==> src/rtl/tpu_pkg.sv <==
// Shared definitions for the convolution scheduler.
//   state_t      : scheduler FSM states
//   calc_*       : derivation of address / kernel_dim / length widths
//   win_addr     : window start address of output position (r,c)
package tpu_pkg;

  typedef enum logic [2:0] {
    S_IDLE,
    S_CHECK,
    S_SETUP,
    S_LAUNCH,
    S_WAIT,
    S_DRAIN,
    S_FINISH
  } state_t;

  function automatic int unsigned calc_addr_w(input int unsigned w, input int unsigned h);
    return $clog2(w * h);
  endfunction

  function automatic int unsigned calc_kd_w(input int unsigned w);
    return $clog2(w);
  endfunction

  function automatic int unsigned calc_len_w(input int unsigned w);
    int unsigned k;
    k = $clog2(w) - 1;
    return k * k + 1;
  endfunction

  // Caller truncates to the address width, so overflow simply wraps.
  function automatic int unsigned win_addr(input int unsigned base, input int unsigned r,
                                           input int unsigned c, input int unsigned img_w);
    return base + r * img_w + c;
  endfunction

endpackage

==> src/rtl/tpu_result_drain.sv <==
// Captures one batch of TPU results and serializes the active units onto a
// valid/ready stream in ascending unit order.
//   capture   : load data/index/mask (one cycle)
//   mask      : units whose results are to be emitted
//   data_in   : per-unit result words
//   index_in  : per-unit output indices
//   res_*     : result stream, held stable while res_ready is low
//   last      : handshake of the final pending unit in this cycle
module tpu_result_drain #(
  parameter int unsigned DATA_WIDTH = 16,
  parameter int unsigned ADDR_W     = 6,
  parameter int unsigned NUM_UNITS  = 2
) (
  input  logic                            clk,
  input  logic                            reset,
  input  logic                            capture,
  input  logic [NUM_UNITS-1:0]            mask,
  input  logic [NUM_UNITS*DATA_WIDTH-1:0] data_in,
  input  logic [NUM_UNITS*ADDR_W-1:0]     index_in,
  output logic                            res_valid,
  input  logic                            res_ready,
  output logic [DATA_WIDTH-1:0]           res_data,
  output logic [ADDR_W-1:0]               res_index,
  output logic                            last
);

  logic [NUM_UNITS-1:0]            pending;
  logic [NUM_UNITS-1:0]            sel;
  logic [NUM_UNITS*DATA_WIDTH-1:0] data_q;
  logic [NUM_UNITS*ADDR_W-1:0]     index_q;

  // Lowest pending unit, one-hot.
  assign sel       = pending & (~pending + NUM_UNITS'(1));
  assign res_valid = |pending;
  assign last      = res_valid && res_ready && ((pending & ~sel) == '0);

  always_comb begin
    res_data  = '0;
    res_index = '0;
    for (int unsigned i = 0; i < NUM_UNITS; i++) begin
      if (sel[i]) begin
        res_data  = data_q[i*DATA_WIDTH +: DATA_WIDTH];
        res_index = index_q[i*ADDR_W +: ADDR_W];
      end
    end
  end

  always_ff @(posedge clk or negedge reset) begin
    if (!reset) begin
      pending <= '0;
      data_q  <= '0;
      index_q <= '0;
    end else if (capture) begin
      pending <= mask;
      data_q  <= data_in;
      index_q <= index_in;
    end else if (res_valid && res_ready) begin
      pending <= pending & ~sel;
    end
  end

endmodule

==> src/rtl/tpu_conv_scheduler.sv <==
// Sequences one valid-mode convolution job on the TPU: walks all output
// positions in row-major order, issues them in batches of NUM_UNITS, waits
// for each batch and streams the results out one pixel per handshake.
//   cmd_*      : job request (kernel_dim and base addresses), accepted in IDLE
//   tpu_*      : batch launch interface (addresses/mask held from SETUP through WAIT)
//   res_*      : result stream, res_index = r*OUT_W + c
//   busy       : high outside IDLE
//   job_done   : one-cycle pulse at job end; job_err accompanies it on a rejected job
module tpu_conv_scheduler
  import tpu_pkg::*;
#(
  parameter int unsigned DATA_WIDTH   = 16,
  parameter int unsigned IMAGE_WIDTH  = 8,
  parameter int unsigned IMAGE_HEIGHT = 8,
  parameter int unsigned NUM_UNITS    = 2,
  parameter int unsigned ADDR_W       = calc_addr_w(IMAGE_WIDTH, IMAGE_HEIGHT),
  parameter int unsigned KD_W         = calc_kd_w(IMAGE_WIDTH),
  parameter int unsigned LEN_W        = calc_len_w(IMAGE_WIDTH)
) (
  input  logic                            clk,
  input  logic                            reset,
  input  logic                            cmd_valid,
  output logic                            cmd_ready,
  input  logic [KD_W-1:0]                 cmd_kernel_dim,
  input  logic [ADDR_W-1:0]               cmd_img_base,
  input  logic [ADDR_W-1:0]               cmd_kernel_base,
  input  logic [ADDR_W-1:0]               cmd_bias_base,
  output logic                            tpu_start,
  output logic [NUM_UNITS-1:0]            tpu_active_units,
  output logic [NUM_UNITS*ADDR_W-1:0]     tpu_start_addr_1,
  output logic [NUM_UNITS*ADDR_W-1:0]     tpu_start_addr_2,
  output logic [NUM_UNITS*ADDR_W-1:0]     tpu_bias_addr,
  output logic [KD_W-1:0]                 tpu_kernel_dim,
  output logic [LEN_W-1:0]                tpu_length,
  input  logic                            tpu_done,
  input  logic [NUM_UNITS*DATA_WIDTH-1:0] tpu_relu_out,
  output logic                            res_valid,
  input  logic                            res_ready,
  output logic [DATA_WIDTH-1:0]           res_data,
  output logic [ADDR_W-1:0]               res_index,
  output logic                            busy,
  output logic                            job_done,
  output logic                            job_err
);

  // Cursor width must reach IMAGE_WIDTH/IMAGE_HEIGHT themselves.
  localparam int unsigned CW      = ADDR_W + 1;
  localparam int unsigned LEN_MAX = (32'd1 << LEN_W) - 32'd1;

  state_t state, state_next;

  logic [KD_W-1:0]             kd;
  logic [ADDR_W-1:0]           img_base, kernel_base, bias_base;
  logic                        err;
  logic [CW-1:0]               cur_r, cur_c;
  logic [CW-1:0]               out_w, out_h;
  logic [2*KD_W-1:0]           kd_sq;
  logic                        kd_bad;
  logic [NUM_UNITS-1:0]        plan_mask;
  logic [NUM_UNITS*ADDR_W-1:0] plan_addr, plan_idx, unit_idx;
  logic [CW-1:0]               walk_r, walk_c;
  logic                        capture, drain_last;

  assign out_w  = CW'(IMAGE_WIDTH) - CW'(kd) + CW'(1);
  assign out_h  = CW'(IMAGE_HEIGHT) - CW'(kd) + CW'(1);
  assign kd_sq  = {{KD_W{1'b0}}, kd} * {{KD_W{1'b0}}, kd};
  assign kd_bad = (kd == '0) || (32'(kd) > IMAGE_HEIGHT) || (32'(kd_sq) > LEN_MAX);

  assign tpu_start_addr_2 = {NUM_UNITS{kernel_base}};
  assign tpu_bias_addr    = {NUM_UNITS{bias_base}};
  assign tpu_kernel_dim   = kd;
  assign tpu_length       = LEN_W'(kd_sq);

  // Walk NUM_UNITS positions forward from the cursor; walk_r/walk_c end up
  // as the next cursor (walk_r >= out_h means the job has no positions left).
  always_comb begin
    plan_mask = '0;
    plan_addr = '0;
    plan_idx  = '0;
    walk_r    = cur_r;
    walk_c    = cur_c;
    for (int unsigned i = 0; i < NUM_UNITS; i++) begin
      plan_mask[i] = (walk_r < out_h);
      plan_addr[i*ADDR_W +: ADDR_W] =
        ADDR_W'(win_addr(32'(img_base), 32'(walk_r), 32'(walk_c), IMAGE_WIDTH));
      plan_idx[i*ADDR_W +: ADDR_W] = ADDR_W'(32'(walk_r) * 32'(out_w) + 32'(walk_c));
      if (walk_c == out_w - CW'(1)) begin
        walk_c = '0;
        walk_r = walk_r + CW'(1);
      end else begin
        walk_c = walk_c + CW'(1);
      end
    end
  end

  always_ff @(posedge clk or negedge reset) begin
    if (!reset) state <= S_IDLE;
    else        state <= state_next;
  end

  always_comb begin
    state_next = state;
    cmd_ready  = 1'b0;
    busy       = 1'b1;
    tpu_start  = 1'b0;
    job_done   = 1'b0;
    job_err    = 1'b0;
    capture    = 1'b0;
    unique case (state)
      S_IDLE: begin
        cmd_ready = 1'b1;
        busy      = 1'b0;
        if (cmd_valid) state_next = S_CHECK;
      end
      S_CHECK:  state_next = kd_bad ? S_FINISH : S_SETUP;
      S_SETUP:  state_next = S_LAUNCH;
      S_LAUNCH: begin
        tpu_start  = 1'b1;
        state_next = S_WAIT;
      end
      S_WAIT: begin
        if (tpu_done) begin
          capture    = 1'b1;
          state_next = S_DRAIN;
        end
      end
      S_DRAIN: begin
        if (drain_last) state_next = (cur_r < out_h) ? S_SETUP : S_FINISH;
      end
      S_FINISH: begin
        job_done   = 1'b1;
        job_err    = err;
        state_next = S_IDLE;
      end
      default: state_next = S_IDLE;
    endcase
  end

  always_ff @(posedge clk or negedge reset) begin
    if (!reset) begin
      kd               <= '0;
      img_base         <= '0;
      kernel_base      <= '0;
      bias_base        <= '0;
      err              <= 1'b0;
      cur_r            <= '0;
      cur_c            <= '0;
      tpu_active_units <= '0;
      tpu_start_addr_1 <= '0;
      unit_idx         <= '0;
    end else begin
      case (state)
        S_IDLE: begin
          if (cmd_valid) begin
            kd          <= cmd_kernel_dim;
            img_base    <= cmd_img_base;
            kernel_base <= cmd_kernel_base;
            bias_base   <= cmd_bias_base;
            err         <= 1'b0;
          end
        end
        S_CHECK: begin
          err   <= kd_bad;
          cur_r <= '0;
          cur_c <= '0;
        end
        S_SETUP: begin
          tpu_active_units <= plan_mask;
          tpu_start_addr_1 <= plan_addr;
          unit_idx         <= plan_idx;
          cur_r            <= walk_r;
          cur_c            <= walk_c;
        end
        default: ;
      endcase
    end
  end

  tpu_result_drain #(
    .DATA_WIDTH(DATA_WIDTH),
    .ADDR_W    (ADDR_W),
    .NUM_UNITS (NUM_UNITS)
  ) u_drain (
    .clk      (clk),
    .reset    (reset),
    .capture  (capture),
    .mask     (tpu_active_units),
    .data_in  (tpu_relu_out),
    .index_in (unit_idx),
    .res_valid(res_valid),
    .res_ready(res_ready),
    .res_data (res_data),
    .res_index(res_index),
    .last     (drain_last)
  );

endmodule

==> config.mk <==
export PLATFORM = sky130hd
export DESIGN_NAME = tpu_conv_scheduler
export DESIGN_NICKNAME = d
export VERILOG_FILES = /design/src/rtl/tpu_pkg.sv /design/src/rtl/tpu_result_drain.sv /design/src/rtl/tpu_conv_scheduler.sv
export SDC_FILE = /design/constraint.sdc
export NUM_CORES = 1
export LEC_CHECK = 0
export ABC_AREA = 1
export CAP_MARGIN = 15
export CORE_AREA = 2 2 127 129
export CTS_CLUSTER_DIAMETER = 120
export DETAILED_ROUTE_END_ITERATION = 16
export DIE_AREA = 0 0 129 131
export GPL_TIMING_DRIVEN = 0
export PLACE_DENSITY = 0.75
export SLEW_MARGIN = 20
export SYNTH_ARGS = -nofsm -noshare
export SYNTH_HDL_FRONTEND = slang
export SYNTH_SLANG_ARGS = --single-unit
export TNS_END_PERCENT = 100
==> constraint.sdc <==
create_clock -name clk -period 6.67 [get_ports clk]
set_input_delay 1.334 -clock clk [delete_from_list [all_inputs] [get_ports clk]]
set_output_delay 1.334 -clock clk [all_outputs]
set_load 0.02 [all_outputs]
== Word level (Yosys, flattened, before mapping) ==
Cells that the tools add are included.
Widths: inputs -> output; s select.

* Bitwise gates (word level): 4
* Magnitude comparators: 3
* Multipliers: 3
* Mux-type cells: 27
* Reductions and logical operators: 13
* Eq/ne operators: 11
* Add/sub/neg operators: 14

{| class="wikitable"
|+ Operators with widths
! operator !! number
|-
| $add 6x6->6 || 6
|-
| $mux 16 || 2
|-
| $add 7x1->7 const B || 4
|-
| $mux 7 || 4
|-
| $pmux 7 s2 || 2
|-
| $pmux 3 s6 || 1
|-
| $mux 3 || 5
|-
| $eq 7x7->1 || 2
|-
| $lt 7x7->1 || 2
|-
| $mul 7x7->6 || 2
|-
| $mux 6 || 2
|-
| $eq 3x3->1 const B || 3
|-
| $mux 1 || 8
|-
| $sub 6x2->7 const B || 1
|-
| $add 5x2->6 const B || 1
|-
| $eq 3x2->1 const B || 2
|-
| $gt 6x5->1 const B || 1
|-
| $logic_not 3->1 || 2
|-
| $mul 3x3->6 || 1
|-
| $ne 2x2->1 const B || 3
|-
| $reduce_bool 2->1 || 3
|-
| $sub 4x3->5 const A || 1
|-
| $and 2x2->2 || 2
|-
| $mux 2 || 2
|-
| 10 further kinds || 13
|}

* Input bits: 58
* Register bits after elaboration: 111
* Output and inout port bits: 74
* Word-level logic and storage cells: 89

== Depth between registers and ports, before layout ==
Gate-level depths: netlist of the first run.

* Depth after elaboration: 9
* Gate-level depth with buffers: 43
* Depth with buffers taken out: 41

== Cells and area by module ==
From an unflattened synthesis of the first run, not the netlist that was laid out.

* Cells, all modules: 981
* Area total of the unflattened synthesis: 7993.9 um2

{| class="wikitable"
|+ By module, submodules not included
! module !! area an instance (um2) !! cells an instance !! instances
|-
| tpu_conv_scheduler || 5849.4 || 750 || 1
|-
| tpu_result_drain || 2144.6 || 231 || 1
|}

== Worst setup path before layout of the first run ==
No wires, ideal clock.

* Path type: reg2reg
* From: reg kd[0] (netlist: tpu_kernel_dim[0])
* To: reg unit_idx[11]
* Clock period less this slack: 5.991 ns
* Setup slack: 0.679 ns
* Stages on the path, launching flop included: 40
* Path buffers: 3
* Arrival: 5.873 ns
* Required time: 6.552 ns
* Path through: dfrtp_1 > inv_2 > clkbuf_1 > ha_1 > inv_1 > nand2_2 > nand3_4 > nand2_2 > buf_6 > nand2_2 > nand3_1 > nand3_1 > nor2_4 > nand2_8 > buf_8 > nand2_2 > nand2_2 > inv_1 > [4 not listed] > ha_1 > inv_1 > fa_1 > inv_1 > fa_1 > ha_1 > inv_1 > o21bai_1 > a31oi_1 > nand4_1 > nand2_1 > inv_1 > nand2_1 > nand2_1 > nand2_1 > nand3_1 > nand3_1 > nand2_1

* Longest elaborated chain between the ends: 7

{| class="wikitable"
|+ RTL lines
! item !! line !! RTL
|-
| start: declaration || tpu_conv_scheduler.sv:52 || <nowiki>logic [KD_W-1:0] kd;</nowiki>
|-
| start signal: assignment || tpu_conv_scheduler.sv:155 || <nowiki>kd <= cmd_kernel_dim;</nowiki>
|-
| $sub 4x3->5 (*) || tpu_conv_scheduler.sv:64 || <nowiki>assign out_w = CW'(IMAGE_WIDTH) - CW'(kd) + CW'(1);</nowiki>
|-
| $add 5x2->6 (*) || tpu_conv_scheduler.sv:64 ||
|-
| $sub 6x2->7 || tpu_conv_scheduler.sv:87 || <nowiki>if (walk_c == out_w - CW'(1)) begin</nowiki>
|-
| $eq 7x7->1 || tpu_conv_scheduler.sv:87 ||
|-
| $mux 7 || tpu_conv_scheduler.sv:87 ||
|-
| $mul 7x7->6 || tpu_conv_scheduler.sv:86 || <nowiki>plan_idx[i*ADDR_W +: ADDR_W] = ADDR_W'(32'(walk_r) * 32'(out_w) + 32'(walk_c));</nowiki>
|-
| $add 6x6->6 (*) || tpu_conv_scheduler.sv:86 ||
|-
| end signal: assignment || tpu_conv_scheduler.sv:170 || <nowiki>unit_idx <= plan_idx;</nowiki>
|-
| end: declaration || tpu_conv_scheduler.sv:60 || <nowiki>logic [NUM_UNITS*ADDR_W-1:0] plan_addr, plan_idx, unit_idx;</nowiki>
|}

Every way passes the cells marked *; elsewhere a longest branch is shown, timed or not.
A chain may end at the register's enable or synchronous reset.

== Worst setup path in the final report of the first run ==
* From: reg kd[1] (netlist: tpu_kernel_dim[1])
* To: reg unit_idx[11]

The elaborated chain is that of the path after synthesis.

==> results of run 1 <==
[power groups by stage]
| stage | combinational (mW) | clock, mW | sequential (mW) |
|---|---|---|---|
| global route | 3.45 | 0.636 | 1.15 |
| floorplan | 1.97 | 0 | 1.19 |
| CTS | 3.01 | 0.607 | 1.13 |
| finish | 3.09 | 0.598 | 1.12 |
| global placement | 2.92 | 0 | 1.13 |
| detailed placement | 2.98 | 0 | 1.14 |
[cells by family (layout without fill, tap and decap cells)]
kind of cell               count (synthesis)  count (layout)  share of synthesized area
and+or+nand+nor                          394             394                     0.2233
buffers and inverters                    198             351                     0.1071
AOI/OAI and AO/OA                        124             124                    0.08925
adders and majority gates                 81              81                     0.1526
other                                      1               1                  0.0004917
xor gates and xnor gates                  54              54                    0.06300
DFF                                      111             111                     0.3642
[tightest hold or removal path, cell delays in order (launching register included)]
cell and delay (ns):
dfrtp_1 0.34, nand2_1 0.05, nand2_1 0.04
[worst max path at each step]
| stage | depth (start not counted) | endpoint | start |
|---|---|---|---|
| global route | 39 | unit_idx[11] | tpu_kernel_dim[1] |
| global placement | 1 | cur_r[3] | reset |
| detailed placement | 39 | unit_idx[11] | tpu_kernel_dim[0] |
| CTS | 38 | unit_idx[11] | tpu_kernel_dim[1] |
| floorplan | 39 | unit_idx[11] | tpu_kernel_dim[0] |
| finish | 39 | unit_idx[11] | tpu_kernel_dim[1] |
[layout by cell type (no fill, tap or decap), types with 2 or more instances in the layout]
cell	instances
buf_4	21
nor3_1	8
inv_6	4
inv_4	3
buf_6	2
bufinv_16	2
inv_2	7
nor2_4	2
nand2_1	264
dfrtp_2	2
o31ai_1	2
nand3_1	47
nand2_2	16
clkbuf_1	24
a21oi_1	8
fa_1	20
dfrtp_1	109
inv_1	144
nor2_1	36
xor2_1	36
o21ai_1	7
clkdlybuf4s50_1	129
o21bai_1	2
o21ai_0	71
ha_1	60
o22ai_1	27
clkbuf_16	9
o211ai_1	4
nand2_4	3
xnor2_1	17
nand4_1	9
[registers in the layout (all words and copies together) (netlist names), 6 cells and up]
signal and count:
u_drain.data_q 32, tpu_start_addr_1 12, u_drain.index_q 12, unit_idx 12, cur_c 7, cur_r 7
bias_base 6, img_base 6, kernel_base 6
[stage by stage]
step           hold slack (ns)  utilization
2_1_floorplan           0.4422            -
3_3_place_gp            0.4550       0.5897
3_5_place_dp            0.4601       0.5915
4_1_cts                 0.4757       0.6121
5_1_grt                 0.4957       0.6182
6_report                0.4724       0.6182
[per-layer routing]
metal / vias to the layer above / global-route usage
met5: - / 0
li1: 3309 / -
met1: 3125 / 0.3004
met4: 0 / 0.07737
met3: 20 / 0.03787
met2: 210 / 0.4037
[final cells by class]
cell class / instances / share of cell area
Multi-Input combinational cell: 654 / 0.4212
Sequential cell: 111 / 0.2883
Timing Repair Buffer: 138 / 0.1434
Inverter: 156 / 0.06190
Tap cell: 216 / 0.02803
Clock buffer: 9 / 0.02336
Buffer: 41 / 0.02336
Clock inverter: 7 / 0.01038
[repair_timing]
| action | in CTS | in global routing |
|---|---|---|
| setup buffers | 0 | 7 |
| setup endpoints to repair | 1 | 1 |
| resized for setup | 0 | 11 |
| cloned | 0 | 0 |
| pin swaps | 0 | 3 |
==> flow_summary_export.csv, run 1 <==
group,metric,value,unit
clock_network,clkTransAtPathRegs,0.07,ns
floorplanning,die_area,16900,µm²
yosys,postSynth.asyncResetShare,1.000,
sta,finalMaxSlewViolations,0,
detailed_routing,wl_per_cell,14.36,µm
detailed_routing,initialDrtViolationCount,409,
placement,place_hpwl,14590,µm
layout,drive_above_1_share,0.07527,
sta,hold_violations,0,
global_route,overflow,0,
worst_hold_path,hp-class,"flip-flop to flip-flop",
detailed_routing,wl,19130,µm
setup_path,rrSetupSlack,0.56,ns
layout,multiInputGateArea,4061,µm²
yosys,synth_ff_type,"dfrtp_1",
detailed_routing,ant_nets,0,
yosys,ys_seq_area_frac,0.3642,
global_route,grt_usage,0.2334,
power,switching_power,2.305,mW
setup_path,r2r_cells,39,
power,pwr-share-comb,0.643,
yosys,syn_nets,1102,
setup_path,path_delay_family,"adder cells",
floorplanning,core-area,15600,µm²
layout,layoutNonFillerInstCount,1332,
clock_network,cts_buffers,9,
clock_network,htree_num_levels,3,
placement,dp_slack,-0.1283,ns
sta,fmax,163.6,MHz
detailed_routing,viasPerCell,5.003,
yosys,synth.most_common_cell,"nand2_1",
setup_path,slowest_delay,0.53,ns
setup_path,critPathKind,"flip-flop to flip-flop",
power,seq_power_share,0.232,
global_route,grt_pass1_wl,31060,µm
detailed_routing,drcViolationCount,0,
floorplanning,start_util,0.4889,
power,intPower,2.504,mW
clock_network,cts_hold_buf,0,
setup_path,worst_setup_path_end_kind,"flip-flop",
detailed_routing,wl_met3,1156,µm
sta,skew,0.009594,ns
placement,gp_congestion,0.9035,
yosys,yosysTopAreaCell,"dfrtp_1",
yosys,synth_top_area_share,0.3642,
power,netSwitchingFraction,0.4793,
power,power.share.clock,0.124,
floorplanning,die_h,131,µm
power,power,4.809,mW
setup_path,timing.rr.start,"tpu_kernel_dim[1]",
yosys,synth_edf_count,0,
global_route,grt_max_degree,78,
setup_path,cp-start-kind,"flip-flop",
yosys,netlist-cell-type-count,42,
clock_network,root_buffer,"clkbuf_16",
floorplanning,row_count,46,
floorplanning,dieWidth,129,µm
flow_run,max-cap-violations,0,
global_route,antenna_found_initial,0,
detailed_routing,route.vias.total,6664,
placement,port_buffers,130,
setup_path,worstPathRequired,6.92,ns
setup_path,rr_endpoint,"unit_idx[11]",
placement,place_area,9226,µm²
setup_path,critPathBufInv,12,
sta,layout_setup_ws,0.5580,ns
floorplanning,ios,132,
detailed_routing,top_layer,"met4",
power,leakage,4.797,nW
yosys,syn_area_per_cell,7.919,µm²
detailed_routing,wl_met2,9251,µm
layout,diodes,0,
worst_hold_path,min_from,"tpu_start_addr_1[7]",
setup_path,crit_slowest_cell,"fa_1",
detailed_routing,dr.pass1.iters,5,
sta,relSlewSlack,0.3438,
global_route,grt_pass1_vias,6416,
sta,finalCritPeriodShare,0.9163,
placement,placed_cells,1310,
sta,rsz0062_at_grt,"no",
clock_network,cts.sinks,111,
yosys,yosys_warnings,0,
layout,fin_area,9642,µm²
worst_hold_path,whs_endpoint,"tpu_start_addr_1[7]",
power,vdd_ir_drop_max,0.0003426,V
sta,fin_tns_setup,0,ns
layout,nNetsFinal,1250,
layout,fill_cells,1369,
clock_network,clkLatencyLatePin,0.37,ns
setup_path,critPathMostFrequentCell,"nand2_1",
sta,setup_viol,0,
setup_path,path_max_fanout,10,
power,powerDensity,498.8,nW/µm²
status,status,"finished, final reports clean",
clock_network,cts_buffer_depth,2,
worst_hold_path,hold_depth,2,
yosys,synth-seq-cells,111,
yosys,synthCells,963,
sta,tightestPinTransition,0.9807,ns
clock_network,cts_tree,"built",
layout,area_growth,26.43,%
layout,register_area,2780,µm²
yosys,ys_top_cells_by_count,"nand2_1 (264), inv_1 (145), dfrtp_1 (111)",
yosys,synth_area,7626,µm²
setup_path,cp.arrival,6.36,ns
yosys,synthTopCellsByArea,"dfrtp_1 (36%), nand2_1 (13%), ha_1 (10%)",
sta,period_needed,6.112,ns
detailed_routing,met1_length,8406,µm
(Power assumes the default switching activity.)
==> inputs of run 2 (changes only) <==
- SLEW_MARGIN: 20 -> not set
- clock period: 6.67 -> 6.7 ns (I/O delays scaled with it)
==> run 2 against run 1 <==
Global-route usage unchanged. Critical path depth decreased by 2. Flip-flop and latch count stayed put. Core utilization about the same. Sequential power about the same. Critical path type unchanged. Critical endpoint unchanged.
==> flow_summary_export.csv, run 2 (synthesized netlist as in run 1, its figures left out) <==
group,metric,value,unit
placement,port_buffers,130,
setup_path,r2r_cells,37,
power,pwr-share-comb,0.642,
floorplanning,core-area,15600,µm²
sta,tightestPinTransition,0.9861,ns
floorplanning,die_h,131,µm
power,powerDensity,495.9,nW/µm²
placement,dp_slack,-0.09831,ns
layout,largest_reg_flops,32,
power,seq_power_share,0.233,
layout,diodes,0,
floorplanning,row_count,46,
detailed_routing,met1_length,8445,µm
sta,layout_setup_ws,0.5661,ns
setup_path,cp-start-kind,"flip-flop",
power,netSwitchingFraction,0.4807,
global_route,antenna_found_initial,0,
setup_path,cp.arrival,6.38,ns
worst_hold_path,whs_endpoint,"tpu_start_addr_1[7]",
setup_path,worstPathRequired,6.95,ns
global_route,overflow,0,
floorplanning,ios,132,
power,power.share.clock,0.125,
setup_path,rrSetupSlack,0.57,ns
floorplanning,dieWidth,129,µm
clock_network,clkTransAtPathRegs,0.07,ns
worst_hold_path,hp-class,"flip-flop to flip-flop",
detailed_routing,wl_met2,9303,µm
setup_path,worst_setup_path_end_kind,"flip-flop",
detailed_routing,route.vias.total,6675,
clock_network,htree_num_levels,3,
setup_path,rr_endpoint,"unit_idx[11]",
worst_hold_path,hold_depth,2,
clock_network,cts_buffers,9,
floorplanning,die_area,16900,µm²
sta,finalMaxSlewViolations,0,
clock_network,cts_buffer_depth,2,
sta,holdWs,0.4724,ns
clock_network,clkLatencyLatePin,0.37,ns
layout,fill_cells,1370,
setup_path,path_max_fanout,11,
global_route,grt_pass1_wl,31060,µm
setup_path,slowest_delay,0.53,ns
global_route,grt_usage,0.2334,
power,switching_power,2.297,mW
detailed_routing,drcViolationCount,0,
detailed_routing,wl_per_cell,14.41,µm
detailed_routing,dr.pass1.iters,7,
sta,fmax,163.0,MHz
layout,layout_commonest_cell,"nand2_1",
status,status,"finished, final reports clean",
sta,relSlewSlack,0.3401,
setup_path,timing.rr.start,"tpu_kernel_dim[1]",
global_route,grt_pass1_vias,6416,
sta,rsz0062_at_grt,"no",
sta,finalCritPeriodShare,0.9155,
sta,setup_viol,0,
detailed_routing,wl,19170,µm
detailed_routing,top_layer,"met4",
setup_path,crit_slowest_cell,"fa_1",
clock_network,cts.sinks,111,
layout,top_register,"u_drain.data_q",
sta,hold_violations,0,
detailed_routing,viasPerCell,5.015,
clock_network,root_buffer,"clkbuf_16",
placement,place_hpwl,14590,µm
setup_path,critPathMostFrequentCell,"inv_1",
sta,skew,0.009411,ns
layout,area_growth,26.33,%
detailed_routing,ant_nets,0,
detailed_routing,wl_met3,1127,µm
worst_hold_path,min_from,"tpu_start_addr_1[7]",
power,intPower,2.481,mW
global_route,grt_max_degree,78,
sta,period_needed,6.134,ns
layout,nNetsFinal,1249,
clock_network,cts_tree,"built",
layout,drive_above_1_share,0.07444,
clock_network,cts_hold_buf,0,
placement,gp_congestion,0.9035,
flow_run,max-cap-violations,0,
power,vdd_ir_drop_max,0.0003404,V
power,leakage,4.792,nW
detailed_routing,initialDrtViolationCount,405,
layout,final_cell_mix,"nand2_1 (264), inv_1 (144), clkdlybuf4s50_1 (129)",
setup_path,critPathKind,"flip-flop to flip-flop",
floorplanning,start_util,0.4889,
-- run 2: worst max path at each step --
stage                           start           end
CTS                 tpu_kernel_dim[1]  unit_idx[11]
detailed placement  tpu_kernel_dim[0]  unit_idx[11]
global route        tpu_kernel_dim[1]  unit_idx[11]
global placement                reset      cur_r[3]
floorplan           tpu_kernel_dim[0]  unit_idx[11]
finish              tpu_kernel_dim[1]  unit_idx[11]
-- run 2: final cells by class --
cell class | count | area (µm²) | area share
multi-input combinational | 654 | 4061 | 0.4216
clock buffer | 9 | 225.2 | 0.02338
clock inverter | 7 | 100.1 | 0.01039
tap | 216 | 270.3 | 0.02805
timing repair buffer | 137 | 1375 | 0.1427
sequential | 111 | 2780 | 0.2886
inverter | 156 | 596.8 | 0.06195
buffer | 41 | 225.2 | 0.02338
-- run 2: repair_timing --
action                     in CTS  in global routing
setup endpoints to repair       1                  1
resized for setup               0                 11
buffers inserted                0                  6
pin swaps                       0                  3
-- run 2: per-layer routing --
| metal | vias to the layer above | GRT usage |
|---|---|---|
| met4 | 0 | 0.07737 |
| met1 | 3146 | 0.3004 |
| met3 | 20 | 0.03787 |
| met2 | 198 | 0.4037 |
| li1 | 3311 | - |
| met5 | - | 0 |
-- run 2: power by group through the flow --
| stage | registers (mW) | logic [mW] | clock network [mW] |
|---|---|---|---|
| 2_1_floorplan | 1.18 | 1.96 | 0 |
| 4_1_cts | 1.12 | 2.99 | 0.605 |
| 6_report | 1.11 | 3.07 | 0.596 |
| 5_1_grt | 1.14 | 3.42 | 0.634 |
| 3_5_place_dp | 1.13 | 2.97 | 0 |
| 3_3_place_gp | 1.12 | 2.91 | 0 |
-- run 2: worst max-delay path, delay by kind of cell, from the launching register on --
family                     cells  cell delay (ns)
adders and majority gates      7             2.53
and+or+nand+nor               17             1.60
buffers and inverters         11             1.18
DFF                            1             0.41
AOI/OAI and AO/OA              2             0.27
-- run 2: through the flow --
step	cells	total power [mW]	util	setup TNS (ns)	cell area (µm²)
global placement	1309	4.036	0.5897	-11.87	9198
finish	1331	4.778	0.6177	0	9634
CTS	1325	4.720	0.6121	0	9548
floorplan	963	3.145	-	0	7626
detailed placement	1310	4.102	0.5915	-0.09831	9226
global route	1331	5.201	0.6177	0	9634
==> inputs of run 3 (changes only) <==
- CORE_AREA: 2 2 127 129 -> 2 2 128 130
- DIE_AREA: 0 0 129 131 -> 0 0 130 132
- PLACE_DENSITY: 0.75 -> 0.77
- SLEW_MARGIN: not set -> 20
- clock period: 6.7 -> 5.4 ns (I/O delays scaled with it)
==> run 3 against run 2 <==
The flow now finishes with violations (negative setup slack). Non-clock buffer count is 23 higher. Worst hold slack better by 0.0031 ns. Critical path depth is 1 higher. Critical path type unchanged. Largest cell class unchanged.
==> flow_summary_export.csv, run 3 (synthesized netlist as in run 1, its figures left out) <==
group,metric,value,unit
status,status,"finished with violations",
status,violations,"negative setup slack",
power,vdd_ir_drop_max,0.0004402,V
placement,dp_slack,-0.7068,ns
sta,period_needed,5.655,ns
floorplanning,ios,132,
clock_network,cts.sinks,111,
sta,setup_viol,1,
floorplanning,dieWidth,130,µm
global_route,grt_pass1_wl,32550,µm
layout,layout_commonest_cell,"nand2_1",
setup_path,cp.arrival,5.90,ns
floorplanning,core-area,15710,µm²
placement,gp_congestion,0.9174,
detailed_routing,viasPerCell,5.069,
layout,fin_area,9966,µm²
global_route,grt_usage,0.2378,
detailed_routing,wl_per_cell,14.93,µm
setup_path,path_max_fanout,8,
detailed_routing,ant_nets,0,
floorplanning,start_util,0.4853,
global_route,use_met3,0.04383,
setup_path,cp-start-kind,"flip-flop",
global_route,grt_pass1_vias,6751,
floorplanning,die_h,132,µm
global_route,antenna_found_initial,0,
power,leakage,4.907,nW
clock_network,root_buffer,"clkbuf_16",
placement,place_area,9314,µm²
detailed_routing,route.vias.total,6863,
layout,multiInputGateArea,4234,µm²
sta,layout_setup_ws,-0.2553,ns
layout,fill_cells,1340,
floorplanning,die_area,17160,µm²
setup_path,slowest_delay,0.56,ns
global_route,grt_use_met2,0.4069,
sta,finalCritPeriodShare,1.047,
clock_network,htree_num_levels,3,
layout,area_growth,30.68,%
clock_network,cts_tree,"built",
detailed_routing,dr.pass1.iters,5,
worst_hold_path,hp-class,"flip-flop to flip-flop",
flow_run,max-cap-violations,0,
global_route,grt.busiest_layer,"met2",
layout,drive_above_1_share,0.1221,
layout,fin_util,0.6343,
layout,register_area,2780,µm²
layout,largest_reg_flops,32,
detailed_routing,drcViolationCount,0,
floorplanning,row_count,46,
placement,place_hpwl,14800,µm
layout,final_cell_mix,"nand2_1 (253), inv_1 (134), clkdlybuf4s50_1 (129)",
sta,finalMaxSlewViolations,0,
power,powerDensity,637.5,nW/µm²
clock_network,cts_buffer_depth,2,
placement,port_buffers,130,
setup_path,crit_slowest_cell,"fa_1",
sta,fmax,176.8,MHz
layout,nNetsFinal,1272,
global_route,grt_max_degree,58,
setup_path,worst_setup_path_end_kind,"flip-flop",
setup_path,worstPathRequired,5.65,ns
clock_network,cts_hold_buf,0,
clock_network,clkTransAtPathRegs,0.07,ns
detailed_routing,initialDrtViolationCount,497,
clock_network,clkLatencyLatePin,0.36,ns
sta,fin_tns_setup,-0.2553,ns
sta,tightestPinTransition,0.9003,ns
clock_network,cts_buffers,9,
setup_path,critPathKind,"flip-flop to flip-flop",
layout,top_register,"u_drain.data_q",
sta,relSlewSlack,0.3976,
sta,rsz0062_at_grt,"yes",
layout,diodes,0,
detailed_routing,wl,20220,µm
sta,skew,0.01301,ns
global_route,overflow,0,
global_route,grt_util_met1,0.3040,
sta,hold_violations,0,
## run 3: where the power goes
part | total, mW | switching, mW | internal [mW]
sequential | 1.38 | 0.210 | 1.17
combinational | 4.32 | 2.54 | 1.78
clock | 0.648 | 0.329 | 0.319
## run 3: area by class of cell
| class | instances | area share |
|---|---|---|
| timing repair buffer | 159 | 0.1546 |
| multi-input combinational | 654 | 0.4249 |
| sequential | 111 | 0.2790 |
| inverter | 156 | 0.06014 |
| buffer | 42 | 0.02599 |
| clock inverter | 7 | 0.005775 |
| clock buffer | 9 | 0.02260 |
| tap | 216 | 0.02712 |
## run 3: stage by stage
stage	power (mW)	hold WS [ns]	instances
after global placement	5.121	0.4551	1309
after detailed placement	5.212	0.4619	1310
after floorplan	3.991	0.4422	963
final	6.353	0.4755	1354
after global routing	6.853	0.5018	1354
after CTS	6.273	0.4805	1352
## run 3: worst max-delay path, delay by kind of cell, from the launching register on
family	cells	cell delay, ns
compound gates	2	0.30
fa+ha+maj	7	2.38
buf+inv	10	0.73
flops	1	0.40
simple gates	19	1.71
## run 3: metal layers
metal | share of wire | wire [µm]
met1 | 0.43 | 8648
met2 | 0.49 | 9868
met3 | 0.062 | 1246
met4 | 0.023 | 458
met5 | 0 | 0
## run 3: worst paths after layout
check | cells past startpoint | start | endpoint | slack [ns]
min in group asynchronous | 1 | reset | u_drain.index_q[0] | 0.68
worst max register to register | 38 | tpu_kernel_dim[1] | unit_idx[11] | -0.26
max in group asynchronous | 2 | reset | tpu_kernel_dim[0] | 4.06
worst max-delay path | 38 | tpu_kernel_dim[1] | unit_idx[11] | -0.26
worst min register to register | 2 | tpu_start_addr_1[0] | tpu_start_addr_1[0] | 0.48
worst min-delay path | 2 | tpu_start_addr_1[0] | tpu_start_addr_1[0] | 0.48
## run 3: what timing repair did
action                                  CTS  global route
endpoints found under the setup margin    2             1
pin swaps                                20            18
buffers inserted                         26             2
gates resized for setup                  25            10
